## src/rtl/demux_1x4.sv

```systemverilog
// 1-to-4 byte demultiplexer: a four-slot time-multiplexed stream is staged and released
// as one registered frame of four lanes. Optional slot alignment input under DEMUX_SYNC_EN.
module demux_1x4 #(
    parameter int unsigned WIDTH = 8
) (
    input  logic             clk_4f,
    input  logic             reset,
    input  logic [WIDTH-1:0] Entrada,
    input  logic             validEntrada,
`ifdef DEMUX_SYNC_EN
    input  logic             sync,
`endif
    output logic [WIDTH-1:0] Salida0,
    output logic [WIDTH-1:0] Salida1,
    output logic [WIDTH-1:0] Salida2,
    output logic [WIDTH-1:0] Salida3,
    output logic             validSalida0,
    output logic             validSalida1,
    output logic             validSalida2,
    output logic             validSalida3,
    output logic [7:0]       frame_cnt
);

    localparam int unsigned NumStage = 3;

    logic [1:0]       slot_q, slot_d, slot_eff;
    logic             frame_update;
    logic             frame_all_valid;

    logic [WIDTH-1:0] stage_data_q  [NumStage];
    logic [WIDTH-1:0] stage_data_d  [NumStage];
    logic             stage_valid_q [NumStage];
    logic             stage_valid_d [NumStage];

    logic [WIDTH-1:0] salida_q [4];
    logic [3:0]       valid_q;
    logic [7:0]       frame_cnt_q;

    // A sync strobe makes the current cycle slot 0, so a partial frame never reaches slot 3.
    always_comb begin
        slot_eff = slot_q;
`ifdef DEMUX_SYNC_EN
        if (sync) begin
            slot_eff = 2'd0;
        end
`endif
        slot_d       = slot_eff + 2'd1;
        frame_update = (slot_eff == 2'd3);
    end

    always_comb begin
        for (int k = 0; k < NumStage; k++) begin
            stage_data_d[k]  = stage_data_q[k];
            stage_valid_d[k] = stage_valid_q[k];
            if (slot_eff == 2'(k)) begin
                stage_valid_d[k] = validEntrada;
                if (validEntrada) begin
                    stage_data_d[k] = Entrada;
                end
            end
        end
    end

    assign frame_all_valid = frame_update && validEntrada &&
                             stage_valid_q[0] && stage_valid_q[1] && stage_valid_q[2];

    always_ff @(posedge clk_4f) begin
        if (reset) begin
            slot_q <= 2'd0;
            for (int k = 0; k < NumStage; k++) begin
                stage_data_q[k]  <= '0;
                stage_valid_q[k] <= 1'b0;
            end
        end else begin
            slot_q <= slot_d;
            for (int k = 0; k < NumStage; k++) begin
                stage_data_q[k]  <= stage_data_d[k];
                stage_valid_q[k] <= stage_valid_d[k];
            end
        end
    end

    // Lane 3 bypasses staging: it is taken straight from the input on the frame edge.
    always_ff @(posedge clk_4f) begin
        if (reset) begin
            for (int k = 0; k < 4; k++) begin
                salida_q[k] <= '0;
            end
            valid_q     <= 4'b0000;
            frame_cnt_q <= 8'd0;
        end else if (frame_update) begin
            for (int k = 0; k < NumStage; k++) begin
                salida_q[k] <= stage_data_q[k];
            end
            salida_q[3] <= Entrada;
            valid_q     <= {validEntrada, stage_valid_q[2], stage_valid_q[1], stage_valid_q[0]};
            if (frame_all_valid) begin
                frame_cnt_q <= frame_cnt_q + 8'd1;
            end
        end
    end

    assign Salida0      = salida_q[0];
    assign Salida1      = salida_q[1];
    assign Salida2      = salida_q[2];
    assign Salida3      = salida_q[3];
    assign validSalida0 = valid_q[0];
    assign validSalida1 = valid_q[1];
    assign validSalida2 = valid_q[2];
    assign validSalida3 = valid_q[3];
    assign frame_cnt    = frame_cnt_q;

endmodule

```

## config.mk

```make
export PLATFORM = sky130hd
export DESIGN_NAME = demux_1x4
export DESIGN_NICKNAME = d
export VERILOG_FILES = /design/src/rtl/demux_1x4.sv
export SDC_FILE = /design/constraint.sdc
export NUM_CORES = 1
export LEC_CHECK = 0
export ABC_AREA = 1
export CORE_MARGIN = 3
export CORE_UTILIZATION = 40
export CTS_CLUSTER_SIZE = 12
export DETAILED_ROUTE_END_ITERATION = 10
export GPL_ROUTABILITY_DRIVEN = 0
export PLACE_DENSITY = 0.71
export SKIP_LAST_GASP = 1
export SYNTH_ARGS = -nofsm -noshare
export SYNTH_HDL_FRONTEND = slang
export SYNTH_SLANG_ARGS = --single-unit
```

## constraint.sdc

```tcl
create_clock -name clk_4f -period 1.4 [get_ports clk_4f]
set_input_delay 0.35 -clock clk_4f [delete_from_list [all_inputs] [get_ports clk_4f]]
set_output_delay 0.35 -clock clk_4f [all_outputs]
set_load 0.1 [all_outputs]
```

---- Word level (Yosys, flattened, before mapping) ----
Memory sizes are Yosys's and may differ from the RTL's.
Index checks and enable logic that the tools add are counted.
Widths: inputs -> output; s select.
word-level totals
  bits in registers ....................... 14
  memory bits (writable) .................. 59
  memories ................................ 3
cells by class
  add/sub/neg operators ................... 2
  equality and inequality tests ........... 3
  mux-type cells .......................... 25
  bitwise logic cells ..................... 10
  reductions and logical operators ........ 6
memory list
  name           depth  width  read ports  clocked after Yosys merged registers in  wr ports  RTL line  source
  salida_q       4      8      4           0                                        4         35        logic [WIDTH-1:0] salida_q [4];
  stage_data_q   3      8      3           0                                        3         30        logic [WIDTH-1:0] stage_data_q [NumStage];
  stage_valid_q  3      1      3           0                                        3         32        logic stage_valid_q [NumStage];
operators with widths
  cell                 count
  $mux 8               13
  $mux 1               12
  $or 1x1->1           10
  $add 8x1->8 const B  1
  $eq 2x2->1 const B   2
  $logic_and 1x1->1    4
  $add 2x1->2 const B  1
  $eq 2x1->1 const B   1
  $logic_not 2->1      1
  $reduce_and 2->1     1

---- Logic depth before layout (Yosys ltp) ----
Gate-level depths: netlist (run 1).
  word-level depth ........................ 6
  mapped depth ............................ 7
  gate-level depth less buffers ........... 7

---- Worst setup path before layout (run 1) ----
No wires, ideal clock.
  path type ............................... reg-to-reg
  start point ............................. reg frame_cnt_q[0] (netlist: frame_cnt[0])
  end point ............................... reg frame_cnt_q[6] (netlist: frame_cnt[6])
  setup time .............................. 119 ps
  data arrival time ....................... 1773 ps
  path slack .............................. -492 ps
  cell stages (with the launch flop) ...... 7
  clock period less this slack ............ 1892 ps
  cells stage by stage .................... dfxtp_1 > ha_1 > nand3_1 > nor2_1 > nand3_1 > nand2_1 > nor2_1
between the ends
  cells in the longest elaborated chain, start to end .. 1
RTL lines
  item                    RTL line  source
  from (decl)             37        logic [7:0] frame_cnt_q;
  from (signal assigned)  98        frame_cnt_q <= frame_cnt_q + 8'd1;
  $add 8x1->8             98
Every way passes these cells.
A chain may end at the register's enable or synchronous reset.

==> results.cfg, run 1 <==
[outcome]
outcome = complete, no violations

[synth]
synth-edff-count = 32
synth_area_leaders = edfxtp_1 35%, dfxtp_1 30%, nor2_1 6.6%
ys_warn_count = 0
synth_top_area_share_pct = 34.97
ys_async_sr_fraction_pct = 0
syn_nets = 297
ys_ff_latch = 73
netlist_area_sq_mm = 0.002748
ys_top_cells_by_count = 48 x nor2_1, 47 x inv_1, 41 x dfxtp_1
yosysMostFrequentCell = nor2_1
avgSynthCellArea_sq_um = 9.778
synthFlopType = dfxtp_1
synth_cell_types = 19
netlist_instances = 281
synth_top_area_cell = edfxtp_1
ys_seq_area_share_pct = 64.85

[hold_path]
hp-start = stage_data_q[0][21]
min_to = stage_data_q[0][21]
min_path_cells = 2
holdCritPathClass = register to register

[die]
start_util_pct = 42.30
io_pins = 55
fp.dieH_um = 88.88
core_area_sq_mm = 0.006495
die_w_um = 88.88
die_area_sq_mm = 0.007900
row_count = 29

[sta]
final-setup-viol-count = 0
fin_crit_ns = 1.332
tightest_slew_ns = 0.2907
final_max_slew_viol_count = 0
max_slew_margin_pct = 80.62
fmax_ghz = 0.7506
hold_violations = 0
clock_skew_ns = 0.01014
rsz0062_at_grt = true
finalCritPeriodShare_pct = 95.16

[route]
wl_um = 5994
firstDrtPassIters = 4
wl_per_cell_um = 13.88
ant_nets = 0
num_vias = 2112
via_per_inst = 4.889
drc = 0
first_iter_violations = 157

[grt]
grt_pass1_vias = 2047
grt_max_degree = 37
gr-total-overflow = 0
grt.total_usage_pct = 16.39
grt_antenna_before_repair = 0
grt_pass1_wl_um = 9618

[setup_path]
r2r_end = salida_q[3][2]
crit_chain = buf_12
critical_path.top_delay_family = flip-flops
crit_type = register to output port
r2r-start = slot_eff[1]
reg2reg_slack_ns = 0.07
reg2reg_depth = 3
crit_required_ns = 1.05
arrival_ns = 0.98
slowest_delay_ns = 0.44
path_buf_inv = 1
crit_fanout = 1
critPathCaptureType = output port
start_kind = register
critPathSlowestCell = edfxtp_1

[clock_network]
post_cts_buffers = 0
clock_latency_ns = 0.35
cts-root-buf = clkbuf_8
numCtsBuffers = 9
clockBufferDepth = 2
cts.sinks = 73
clk_pin_slew_worst_paths_ns = 0.08
htreeDepth = 3
cts_tree = built

[power_and_ir_drop]
power.total_mw = 5.289
leakagePower_nw = 1.664
ir_drop_uv = 730.6
power_density_mw_per_mm2 = 1264

[final_layout]
syn2layout_area_growth_pct = 52.32
antenna_cells = 0
fin_nets = 366
finish.instance_area_sq_mm = 0.004185
drive_above_1_share_pct = 24.51

[flow_run]
maxCapViolCount = 0

[placed_design]
dpl.hpwl_um = 4046
placed_area_sq_mm = 0.003936
port_buffers = 54
## worst register-to-register path, stage by stage, from the launching register on
cell and delay [ns]:
dfxtp_1 0.33, ha_2 0.21, or2_2 0.33, buf_12 0.19
## layout make-up
type | count | area, sq um
fill | 506 | 2310
clock inverter | 6 | 115.1
clock buffer | 10 | 127.6
multi-input combinational | 149 | 719.4
timing repair buffer | 70 | 1155
sequential | 73 | 1795
tap | 77 | 96.34
inverter | 47 | 176.4
## cell usage in the layout, fill, tap and decap left out
| cell type | Yosys | routed |
|---|---|---|
| nand4_1 | 1 | 1 |
| dfxtp_2 | 0 | 5 |
| dfxtp_4 | 0 | 2 |
| edfxtp_1 | 32 | 32 |
| dfxtp_1 | 41 | 34 |
| nand3_1 | 9 | 9 |
| clkbuf_1 | 0 | 1 |
| nor2_2 | 1 | 1 |
| ha_2 | 0 | 1 |
| buf_12 | 0 | 48 |
| nand2_2 | 1 | 1 |
| clkdlybuf4s50_1 | 0 | 10 |
| o21a_1 | 1 | 1 |
| nor2_1 | 48 | 48 |
| o22ai_1 | 2 | 2 |
| xor2_1 | 1 | 1 |
| a21oi_1 | 31 | 31 |
| a21oi_2 | 1 | 1 |
| clkinvlp_4 | 0 | 1 |
| buf_4 | 0 | 11 |
| o21ai_1 | 0 | 4 |
| nand2_1 | 19 | 19 |
| inv_1 | 47 | 47 |
| buf_6 | 2 | 1 |
| bufinv_16 | 0 | 3 |
| clkbuf_8 | 0 | 9 |
| or2_2 | 1 | 1 |
| ha_1 | 5 | 4 |
| o21ai_0 | 28 | 24 |
| inv_6 | 0 | 1 |
| clkinv_4 | 0 | 1 |
## timing repair
action / in CTS / in global routing
hold buffers: 0 / 0
setup endpoints to repair: 0 / 50
gates resized for setup: 0 / 6
## through the flow
step / hold WS [ns] / setup WS [ns] / utilization [%] / setup TNS, ns / instances
after floorplan: 0.4294 / 0.03133 / - / 0 / 281
after global placement: 0.4383 / -0.1762 / 60.60 / -14.53 / 416
after detailed placement: 0.4435 / -0.2197 / 60.60 / -16.75 / 416
after CTS: 0.4549 / 0.01648 / 64.34 / 0 / 432
after global routing: 0.4763 / -0.02546 / 64.44 / -0.1316 / 432
final: 0.4559 / 0.06775 / 64.44 / 0 / 432
## worst max-delay path by stage
stage,from,to,slack [ns],cells past startpoint
floorplan,slot_eff[0],salida_q[0][0],0.03,3
global placement,reset,salida_q[1][0],-0.18,3
detailed placement,validEntrada,frame_cnt[7],-0.22,7
CTS,slot_eff[1],salida_q[3][1],0.02,3
global route,slot_eff[0],stage_data_q[0][23],-0.03,7
finish,salida_q[2][1],Salida2[1],0.07,1
## cells by family (layout without fill, tap and decap cells)
kind of cell	after synthesis	in the layout	share of synthesized area [%]
flops	73	73	64.85
buf+inv	59	133	9.062
simple gates	80	80	11.70
fa+ha+maj	5	5	2.277
compound gates	63	63	11.79
xor+xnor	1	1	0.3188
## state kept, by name, indices dropped and copies added, names as in the netlist
register and count:
frame_cnt 8, salida_q 32, slot_eff 2, stage_data_q 24, stage_valid_q 3, valid_q 4
## per-layer routing
layer / track usage [%] / vias to the layer above / share of wire, % / routed length, um
met4: 5.632 / 0 / 1.2 / 69
met1: 19.93 / 982 / 40 / 2401
met3: 5.493 / 7 / 6.3 / 380
met5: 0 / - / 0 / 0
li1: - / 1041 / - / -
met2: 27.26 / 82 / 52 / 3143
## power breakdown
group / internal [mW] / switching [mW] / total, mW
clock: 1.19 / 0.793 / 1.99
combinational: 0.315 / 0.587 / 0.902
sequential: 2.33 / 0.0661 / 2.40
total: 3.84 / 1.45 / 5.29
(Power assumes the default switching activity.)
==> run 2: changes to the inputs <==
- TNS_END_PERCENT: default -> 50
==> results of run 2 <==
No change in the layout: final DEF, timing and power equal those of run 1.
==> patch (settings of run 2) <==
The option `DEMUX_SYNC_EN` is turned on by a define.
--- a/src/rtl/demux_1x4.sv
+++ b/src/rtl/demux_1x4.sv
@@ -1,5 +1,7 @@
 // 1-to-4 byte demultiplexer: a four-slot time-multiplexed stream is staged and released
 // as one registered frame of four lanes. Optional slot alignment input under DEMUX_SYNC_EN.
+`define DEMUX_SYNC_EN
+
 module demux_1x4 #(
     parameter int unsigned WIDTH = 8
 ) (
Ports: changed (added sync); port bits go from 55 to 56. No check against the original RTL was run, so the function may have changed too.
==> patch against run 2 <==
- wire length rose by 10%
- synthesized area rose by 2.1%
- first-iteration DRC count fell by 15%
- setup slack got worse by 0.0065 ns
- total power fell by 4.4%
- die area rose by 2.0%
- sequential cell count did not move
- design area rose by 9.1%
- critical path type is now input pin to flop
- largest cell class unchanged
==> patch: results (changes against run 2) <==
| Metric | Value |
|---|---|
| Result of the run | `finished, final reports clean (unchanged)` |
| Buffer count excluding the clock tree in the final layout | `76 (was 70)` |
| Iteration-0 DRC count of the detailed router | `134 (was 157)` |
| Post-synthesis share of cell area spent on full adders, half adders and majority gates | `2.229% (was 2.277%)` |
| Total cell area at the placement stage | `0.004073 mm² (was 0.003936 mm²)` |
| Clock buffers and inverters, area share | `5.645% (was 5.800%)` |
| Clock skew | `0.008202 ns (was 0.01014 ns)` |
| Top cells by area in the synthesized netlist | `sky130_fd_sc_hd__edfxtp_1, sky130_fd_sc_hd__dfxtp_1, sky130_fd_sc_hd__nor2_1, sky130_fd_sc_hd__a21oi_1, sky130_fd_sc_hd__inv_1 (was sky130_fd_sc_hd__edfxtp_1, sky130_fd_sc_hd__dfxtp_1, sky130_fd_sc_hd__nor2_1, sky130_fd_sc_hd__inv_1, sky130_fd_sc_hd__a21oi_1)` |
| CP top delay family | `buffers and inverters (was flip-flops)` |
| Met3 wirelength from detailed routing | `396 µm (was 380 µm)` |
| WP data arrival | `1.43 ns (was 0.98 ns)` |
| Fraction of area in non-clock buffers | `27.35% (was 27.59%)` |
| Start of the worst register-to-register path | `slot_q[0] (was slot_eff[1])` |
| Met2 Use GR | `28.70% (was 27.26%)` |
| Cell leakage power | `1.812 nW (was 1.664 nW)` |
| Fraction of layout instances using a drive strength above 1 | `32.26% (was 24.51%)` |
| Net count of the finished layout | `384 (was 366)` |
| Sequential cell count of the final layout | `73 (unchanged)` |
| Count of multi-input gates | `163 (was 149)` |
| Number of nets produced by synthesis | `305 (was 297)` |
| Drt via density | `4.804 (was 4.889)` |
| Remaining max-slew budget at the tightest pin | `71.66% (was 80.62%)` |
| WHS | `0.4575 ns (was 0.4559 ns)` |
| P_sw | `0.001248 W (was 0.001447 W)` |
| Post-synthesis xor/xnor area fraction | `0.3121% (was 0.3188%)` |
| End point of the worst hold path | `stage_data_q[0][16] (was stage_data_q[0][21])` |
| Worst slack at placement | `-0.6828 ns (was -0.2197 ns)` |
| Maximum number of pins on one net before global-route repair | `33 (was 37)` |
| Crit path from | `reset (was salida_q[2][1])` |
| Multi-input gate share of the layout cell area | `20.80% (was 17.19%)` |
-- patch: worst register-to-register path: stages, from the launching register on --
cell and delay (ns):
sky130_fd_sc_hd__dfxtp_2 0.34, sky130_fd_sc_hd__nand2_4 0.05, sky130_fd_sc_hd__inv_4 0.06, sky130_fd_sc_hd__ha_4 0.18
sky130_fd_sc_hd__buf_12 0.13, sky130_fd_sc_hd__nand3_1 0.08, sky130_fd_sc_hd__nor2_1 0.18, sky130_fd_sc_hd__nand3_1 0.11
sky130_fd_sc_hd__nand2_1 0.07, sky130_fd_sc_hd__nor2_1 0.03
-- patch: power groups by stage --
stage | Clock (W) | Sequential [W] | Combinational, W
2_1_floorplan | 0 | 0.00264 | 0.000141
3_3_place_gp | 0 | 0.00239 | 0.000659
3_5_place_dp | 0 | 0.00239 | 0.000669
4_1_cts | 0.00205 | 0.00234 | 0.000707
5_1_grt | 0.00215 | 0.00235 | 0.000742
6_report | 0.00200 | 0.00234 | 0.000710
